$ cat src/rtl/inst_fetch_unit_if.sv
// Bundle of the instruction-memory read bus, the redirect request and the
// decode-side valid/ready handshake between the fetch unit and its surroundings.
interface inst_fetch_unit_if;
  logic [15:0] imem_addr;
  logic        imem_enable;
  logic        imem_wr;
  logic [15:0] imem_data;
  logic        redirect_valid;
  logic [15:0] redirect_pc;
  logic        out_valid;
  logic [15:0] out_instr;
  logic [15:0] out_pc;
  logic [15:0] out_pc_plus2;
  logic        out_ready;
  logic        halted;

  modport master (
    output imem_addr, imem_enable, imem_wr,
    input  imem_data,
    input  redirect_valid, redirect_pc,
    output out_valid, out_instr, out_pc, out_pc_plus2,
    input  out_ready,
    output halted
  );

  modport slave (
    input  imem_addr, imem_enable, imem_wr,
    output imem_data,
    output redirect_valid, redirect_pc,
    input  out_valid, out_instr, out_pc, out_pc_plus2,
    output out_ready,
    input  halted
  );
endinterface

$ cat src/rtl/inst_fetch_unit.sv
// Instruction fetch unit: owns the PC, reads 16-bit words from instruction memory,
// queues {instr, pc} pairs for decode and handles redirects and halt words.
module inst_fetch_unit #(
  parameter logic [15:0] RESET_PC    = 16'h0000,
  parameter int          DEPTH       = 2,
  parameter int          START_DELAY = 1
) (
  input  logic               clk,
  input  logic               rst,
  inst_fetch_unit_if.master  bus
);

  localparam int AW = (DEPTH > 1) ? $clog2(DEPTH) : 1;
  localparam int CW = AW + 1;

  typedef enum logic [1:0] {WAIT, FETCH, HALT} state_t;

  state_t         state_reg, state_next;
  logic [15:0]    pc_reg, pc_next;
  logic [3:0]     delay_reg, delay_next;
  logic [CW-1:0]  count_reg, count_next;
  logic [AW-1:0]  wr_ptr_reg, rd_ptr_reg;
  logic [15:0]    instr_q [DEPTH];
  logic [15:0]    pc_q    [DEPTH];

  logic fetch;
  logic pop;
  logic halt_word;

  always_comb begin
    state_next = state_reg;
    pc_next    = pc_reg;
    delay_next = delay_reg;
    fetch      = 1'b0;
    pop        = 1'b0;
    halt_word  = 1'b0;

    // Fullness is judged before any pop, so a full FIFO never fetches this cycle.
    fetch     = (state_reg == FETCH) && (count_reg < CW'(DEPTH)) && !bus.redirect_valid;
    pop       = (count_reg != '0) && bus.out_ready && !bus.redirect_valid;
    halt_word = fetch && (bus.imem_data[15:11] == 5'b00000);

    case (state_reg)
      WAIT: begin
        delay_next = delay_reg + 4'd1;
        if (delay_reg == 4'(START_DELAY - 1))
          state_next = FETCH;
      end
      FETCH: begin
        if (fetch) begin
          if (halt_word)
            state_next = HALT;
          else
            pc_next = pc_reg + 16'd2;
        end
      end
      default: ;
    endcase

    // A redirect during the start-up wait only retargets the PC.
    if (bus.redirect_valid) begin
      pc_next = {bus.redirect_pc[15:1], 1'b0};
      if (state_reg != WAIT)
        state_next = FETCH;
    end

    if (bus.redirect_valid)
      count_next = '0;
    else
      count_next = count_reg + CW'(fetch) - CW'(pop);
  end

  always_ff @(posedge clk or negedge rst) begin
    if (!rst) begin
      state_reg  <= WAIT;
      pc_reg     <= RESET_PC & 16'hFFFE;
      delay_reg  <= 4'd0;
      count_reg  <= '0;
      wr_ptr_reg <= '0;
      rd_ptr_reg <= '0;
    end else begin
      state_reg <= state_next;
      pc_reg    <= pc_next;
      delay_reg <= delay_next;
      count_reg <= count_next;
      if (bus.redirect_valid) begin
        wr_ptr_reg <= '0;
        rd_ptr_reg <= '0;
      end else begin
        if (fetch) wr_ptr_reg <= wr_ptr_reg + AW'(1);
        if (pop)   rd_ptr_reg <= rd_ptr_reg + AW'(1);
      end
    end
  end

  // Entries are cleared on reset so the head reads as zero before anything is fetched.
  always_ff @(posedge clk or negedge rst) begin
    if (!rst) begin
      for (int i = 0; i < DEPTH; i++) begin
        instr_q[i] <= 16'h0000;
        pc_q[i]    <= 16'h0000;
      end
    end else if (fetch) begin
      instr_q[wr_ptr_reg] <= bus.imem_data;
      pc_q[wr_ptr_reg]    <= pc_reg;
    end
  end

  assign bus.imem_addr    = pc_reg;
  assign bus.imem_enable  = fetch;
  assign bus.imem_wr      = 1'b0;
  assign bus.out_valid    = (count_reg != '0);
  assign bus.out_instr    = instr_q[rd_ptr_reg];
  assign bus.out_pc       = pc_q[rd_ptr_reg];
  assign bus.out_pc_plus2 = pc_q[rd_ptr_reg] + 16'd2;
  assign bus.halted       = (state_reg == HALT);

endmodule

$ cat src/flat_wrapper.sv
// flat-port wrapper written by rule: the top's interface ports become plain ports
module inst_fetch_unit_flat 
#(
  parameter logic [15:0] RESET_PC    = 16'h0000,
  parameter int          DEPTH       = 2,
  parameter int          START_DELAY = 1
)
  (clk, rst, bus_imem_addr, bus_imem_enable, bus_imem_wr, bus_imem_data, bus_redirect_valid, bus_redirect_pc, bus_out_valid, bus_out_instr, bus_out_pc, bus_out_pc_plus2, bus_out_ready, bus_halted);
  inst_fetch_unit_if bus_i ();
  input  logic clk;
  input  logic rst;
  output wire logic [$bits(bus_i.imem_addr)-1:0] bus_imem_addr;
  output wire logic [$bits(bus_i.imem_enable)-1:0] bus_imem_enable;
  output wire logic [$bits(bus_i.imem_wr)-1:0] bus_imem_wr;
  input wire logic [$bits(bus_i.imem_data)-1:0] bus_imem_data;
  input wire logic [$bits(bus_i.redirect_valid)-1:0] bus_redirect_valid;
  input wire logic [$bits(bus_i.redirect_pc)-1:0] bus_redirect_pc;
  output wire logic [$bits(bus_i.out_valid)-1:0] bus_out_valid;
  output wire logic [$bits(bus_i.out_instr)-1:0] bus_out_instr;
  output wire logic [$bits(bus_i.out_pc)-1:0] bus_out_pc;
  output wire logic [$bits(bus_i.out_pc_plus2)-1:0] bus_out_pc_plus2;
  input wire logic [$bits(bus_i.out_ready)-1:0] bus_out_ready;
  output wire logic [$bits(bus_i.halted)-1:0] bus_halted;
  assign bus_imem_addr = bus_i.imem_addr;
  assign bus_imem_enable = bus_i.imem_enable;
  assign bus_imem_wr = bus_i.imem_wr;
  assign bus_i.imem_data = bus_imem_data;
  assign bus_i.redirect_valid = bus_redirect_valid;
  assign bus_i.redirect_pc = bus_redirect_pc;
  assign bus_out_valid = bus_i.out_valid;
  assign bus_out_instr = bus_i.out_instr;
  assign bus_out_pc = bus_i.out_pc;
  assign bus_out_pc_plus2 = bus_i.out_pc_plus2;
  assign bus_i.out_ready = bus_out_ready;
  assign bus_halted = bus_i.halted;
  inst_fetch_unit #(.RESET_PC(RESET_PC), .DEPTH(DEPTH), .START_DELAY(START_DELAY)) u_core (.clk(clk), .rst(rst), .bus(bus_i));
endmodule
$ cat config.mk
export PLATFORM = sky130hd
export DESIGN_NAME = inst_fetch_unit_flat
export DESIGN_NICKNAME = d
export VERILOG_FILES = /design/src/rtl/inst_fetch_unit_if.sv /design/src/rtl/inst_fetch_unit.sv /design/src/flat_wrapper.sv
export SDC_FILE = /design/constraint.sdc
export NUM_CORES = 1
export LEC_CHECK = 0
export ABC_AREA = 1
export BUFFER_PORTS_ARGS = -buffer_cell sky130_fd_sc_hd__buf_2
export CORE_AREA = 5 5 117 119
export DETAILED_ROUTE_END_ITERATION = 7
export DIE_AREA = 0 0 122 124
export PLACE_DENSITY = 0.61
export SYNTH_ARGS = -nofsm -noshare
export SYNTH_HDL_FRONTEND = slang
export SYNTH_SLANG_ARGS = --single-unit
$ cat constraint.sdc
create_clock -name clk -period 3.58 [get_ports clk]
set_input_delay 0.716 -clock clk [delete_from_list [all_inputs] [get_ports clk]]
set_output_delay 0.716 -clock clk [all_outputs]
set_load 0.01 [all_outputs]
==> flow_summary.json <==
{
  "busiest_layer": "met2",
  "synth-seq-cells": 87,
  "ant_nets": 0,
  "power_density_nw_per_um2": 909.6,
  "slew_viol_final": 0,
  "synth_top_area_cell": "dfrtp_1",
  "crit_path_end_kind": "output port",
  "fillers": 1298,
  "routedWlPerCell_microns": 12.75,
  "crit_type": "reg2out",
  "finalHoldViolations": 0,
  "status": "finished clean",
  "period_minus_slack_ps": 3191,
  "first_pass_iters": 5,
  "die_area_sq_um": 15130,
  "cts_repair_resize_count": 0,
  "syn_avg_cell_area_sq_um": 7.201,
  "cp_slowest_stage_delay_ps": 800,
  "synthArstFlopShare_pct": 100.0,
  "cap_violations": 0,
  "final_nets": 800,
  "grt_max_degree": 88,
  "die_w_microns": 122,
  "path_clk_slew_ps": 70,
  "p_leak_nw": 3.051,
  "synth.most_common_cell": "nand2_1",
  "use_met2_pct": 26.59,
  "syn_area_sq_um": 4853,
  "tns_ps": 0,
  "synth.distinct_cells": 30,
  "area_delta_synth_final_pct": 17.66,
  "die_h_microns": 124,
  "initial_utilization_pct": 38.93,
  "rsz0062_at_grt": "no",
  "dp_cells": 919,
  "synthCells": 674,
  "stdcell_count": 935,
  "total_power_w": 0.005194,
  "clk-insertion-delay-late_ps": 340,
  "drc": 0,
  "postCtsSetupBuffers": 0,
  "grt_pass1_vias": 4107,
  "antenna_found_initial": 0,
  "post_drt_via_cell_ratio": 4.664,
  "antenna_cells": 0,
  "fin_hold_ws_ps": 478.7,
  "largest_reg_flops": 32,
  "initialDrtViolationCount": 349,
  "dp_slack_ps": 682.7,
  "critPathArrivalTime_ps": 2480,
  "track_usage_pct": 16.32,
  "synth_edf_count": 0,
  "design.core.area_sq_um": 12470,
  "regMostFlops": "u_core.instr_q",
  "io_pins": 104,
  "gr-usage-met1_pct": 22.53,
  "hp-class": "reg2reg",
  "tritoncts": "yes",
  "gp_congestion": 0.8161,
  "yosys-top-cells-count": "264 x nand2_1, 87 x dfrtp_1, 85 x o21ai_0",
  "tightest_slew_ps": 1132,
  "vdd_ir_drop_max_mv": 0.3646,
  "vias": 4361,
  "grt-ovfl-total": 0,
  "fmax_ghz": 0.3134,
  "port_buffers": 98,
  "required_ps": 2860,
  "ys_warn_count": 0,
  "path_common_cell": "nand2_1",
  "startpoint_type": "flip-flop",
  "row_count": 41,
  "worst_clock_skew_ps": 7.507,
  "finalWirelength_microns": 11920,
  "clk_path_buf_depth": 2,
  "clockRootBuffer": "clkbuf_16",
  "finalCritPeriodShare_pct": 89.14,
  "regArea_sq_um": 2178,
  "path_cells": "inv_4 > nand2_1 > nand2_1 > inv_2 > nand2_1 > nor2_1 > nand2_1 > xor2_1 > buf_2",
  "postCtsHoldBufs": 0,
  "synth_top_cell_area_share_pct": 44.86,
  "critPathMaxFanout": 35,
  "slowest_stage": "dfrtp_2",
  "cts_made_buffers": 9,
  "finalSetupViolCount": 0,
  "cts_num_sinks": 87,
  "detailed_place_hpwl_microns": 8433,
  "synth_flop_cell": "dfrtp_1",
  "yosysSeqAreaShare_pct": 44.86,
  "use_met3_pct": 3.043,
  "relSlewSlack_pct": 24.55,
  "drive_above_1_share_pct": 18.87,
  "setup_ws_ps": 388.8,
  "synth_area_leaders": "dfrtp_1 45%, nand2_1 20%, o21ai_0 8.8%",
  "grt_pass1_wl_microns": 19750,
  "multiInputGateArea_sq_um": 2228,
  "h-tree-depth": 3,
  "r2r_setup_slack_ps": 1650
}
## final timing paths
kind	from	end	cells after the start
worst max register to register	u_core.count_reg[1]	u_core.pc_q[26]	6
max in group asynchronous	rst	u_core.rd_ptr_reg	1
worst min register to register	u_core.pc_q[15]	u_core.pc_q[15]	2
min in group asynchronous	rst	u_core.instr_q[25]	1
worst min-delay path	u_core.pc_q[15]	u_core.pc_q[15]	2
worst max-delay path	u_core.rd_ptr_reg	bus_out_pc_plus2[8]	9
## cell type report
cell class              instances  area share [%]
multi-input cells             488           39.02
clock buffers                  11           4.251
flip-flops and latches         87           38.15
inverters                      72           4.777
clock inverters                 5           1.139
repair buffers                100           8.896
well taps                     172           3.769
## layout by cell type, fill, tap and decap left out
master / netlist / layout
conb_1: 1 / 4
clkinv_4: 0 / 2
nor2_4: 2 / 2
clkinv_1: 1 / 1
or2_2: 2 / 2
inv_1: 68 / 68
inv_4: 1 / 1
o21ai_2: 7 / 7
xnor2_1: 4 / 4
o21ai_4: 1 / 1
nand3_2: 2 / 2
xor2_1: 10 / 10
clkbuf_16: 0 / 9
buf_4: 7 / 3
nand2_1: 264 / 263
o21ai_0: 85 / 85
or2_1: 1 / 1
clkbuf_8: 0 / 1
buf_2: 3 / 97
inv_6: 0 / 2
inv_2: 2 / 2
o21ai_1: 1 / 1
dfrtp_2: 0 / 1
bufinv_16: 0 / 1
nand3_1: 25 / 25
ha_1: 6 / 6
a21oi_1: 2 / 2
nand2_2: 6 / 7
nand4_1: 9 / 9
clkbuf_1: 14 / 1
nor2_1: 53 / 53
nor2_2: 4 / 4
dfrtp_1: 87 / 86
## critical path: cells and delay by family (launching register included)
family / cells / cell delay (ps)
buf+inv: 3 / 560
flops: 1 / 800
xor+xnor: 1 / 150
simple gates: 5 / 630
## layer usage
metal	vias to the layer above	wire, microns
met5	-	0
met2	121	5506
met1	1976	5693
met3	12	593
met4	0	130
li1	2252	-
## through the flow
| step | utilization, % | area [sq um] |
|---|---|---|
| 5_1_grt | 45.81 | 5710 |
| 3_5_place_dp | 43.34 | 5403 |
| 3_3_place_gp | 43.34 | 5403 |
| 2_1_floorplan | - | 4865 |
| 6_report | 45.81 | 5710 |
| 4_1_cts | 45.81 | 5710 |
## power breakdown
group	switching, W	internal, W
Sequential	0.000366	0.00143
Clock	0.000396	0.000568
Combinational	0.00157	0.000868
Total	0.00233	0.00286
## cell families (layout without fill, tap and decap cells)
kind of cell / count (synthesis) / after routing / share of synthesized area, %
compound gates: 96 / 96 / 10.67
other cells: 1 / 4 / 0.07727
xor+xnor: 14 / 14 / 2.526
flops: 87 / 87 / 44.86
simple gates: 368 / 368 / 30.81
fa+ha+maj: 6 / 6 / 1.547
buf+inv: 102 / 188 / 9.512
(Power assumes the default switching activity.)
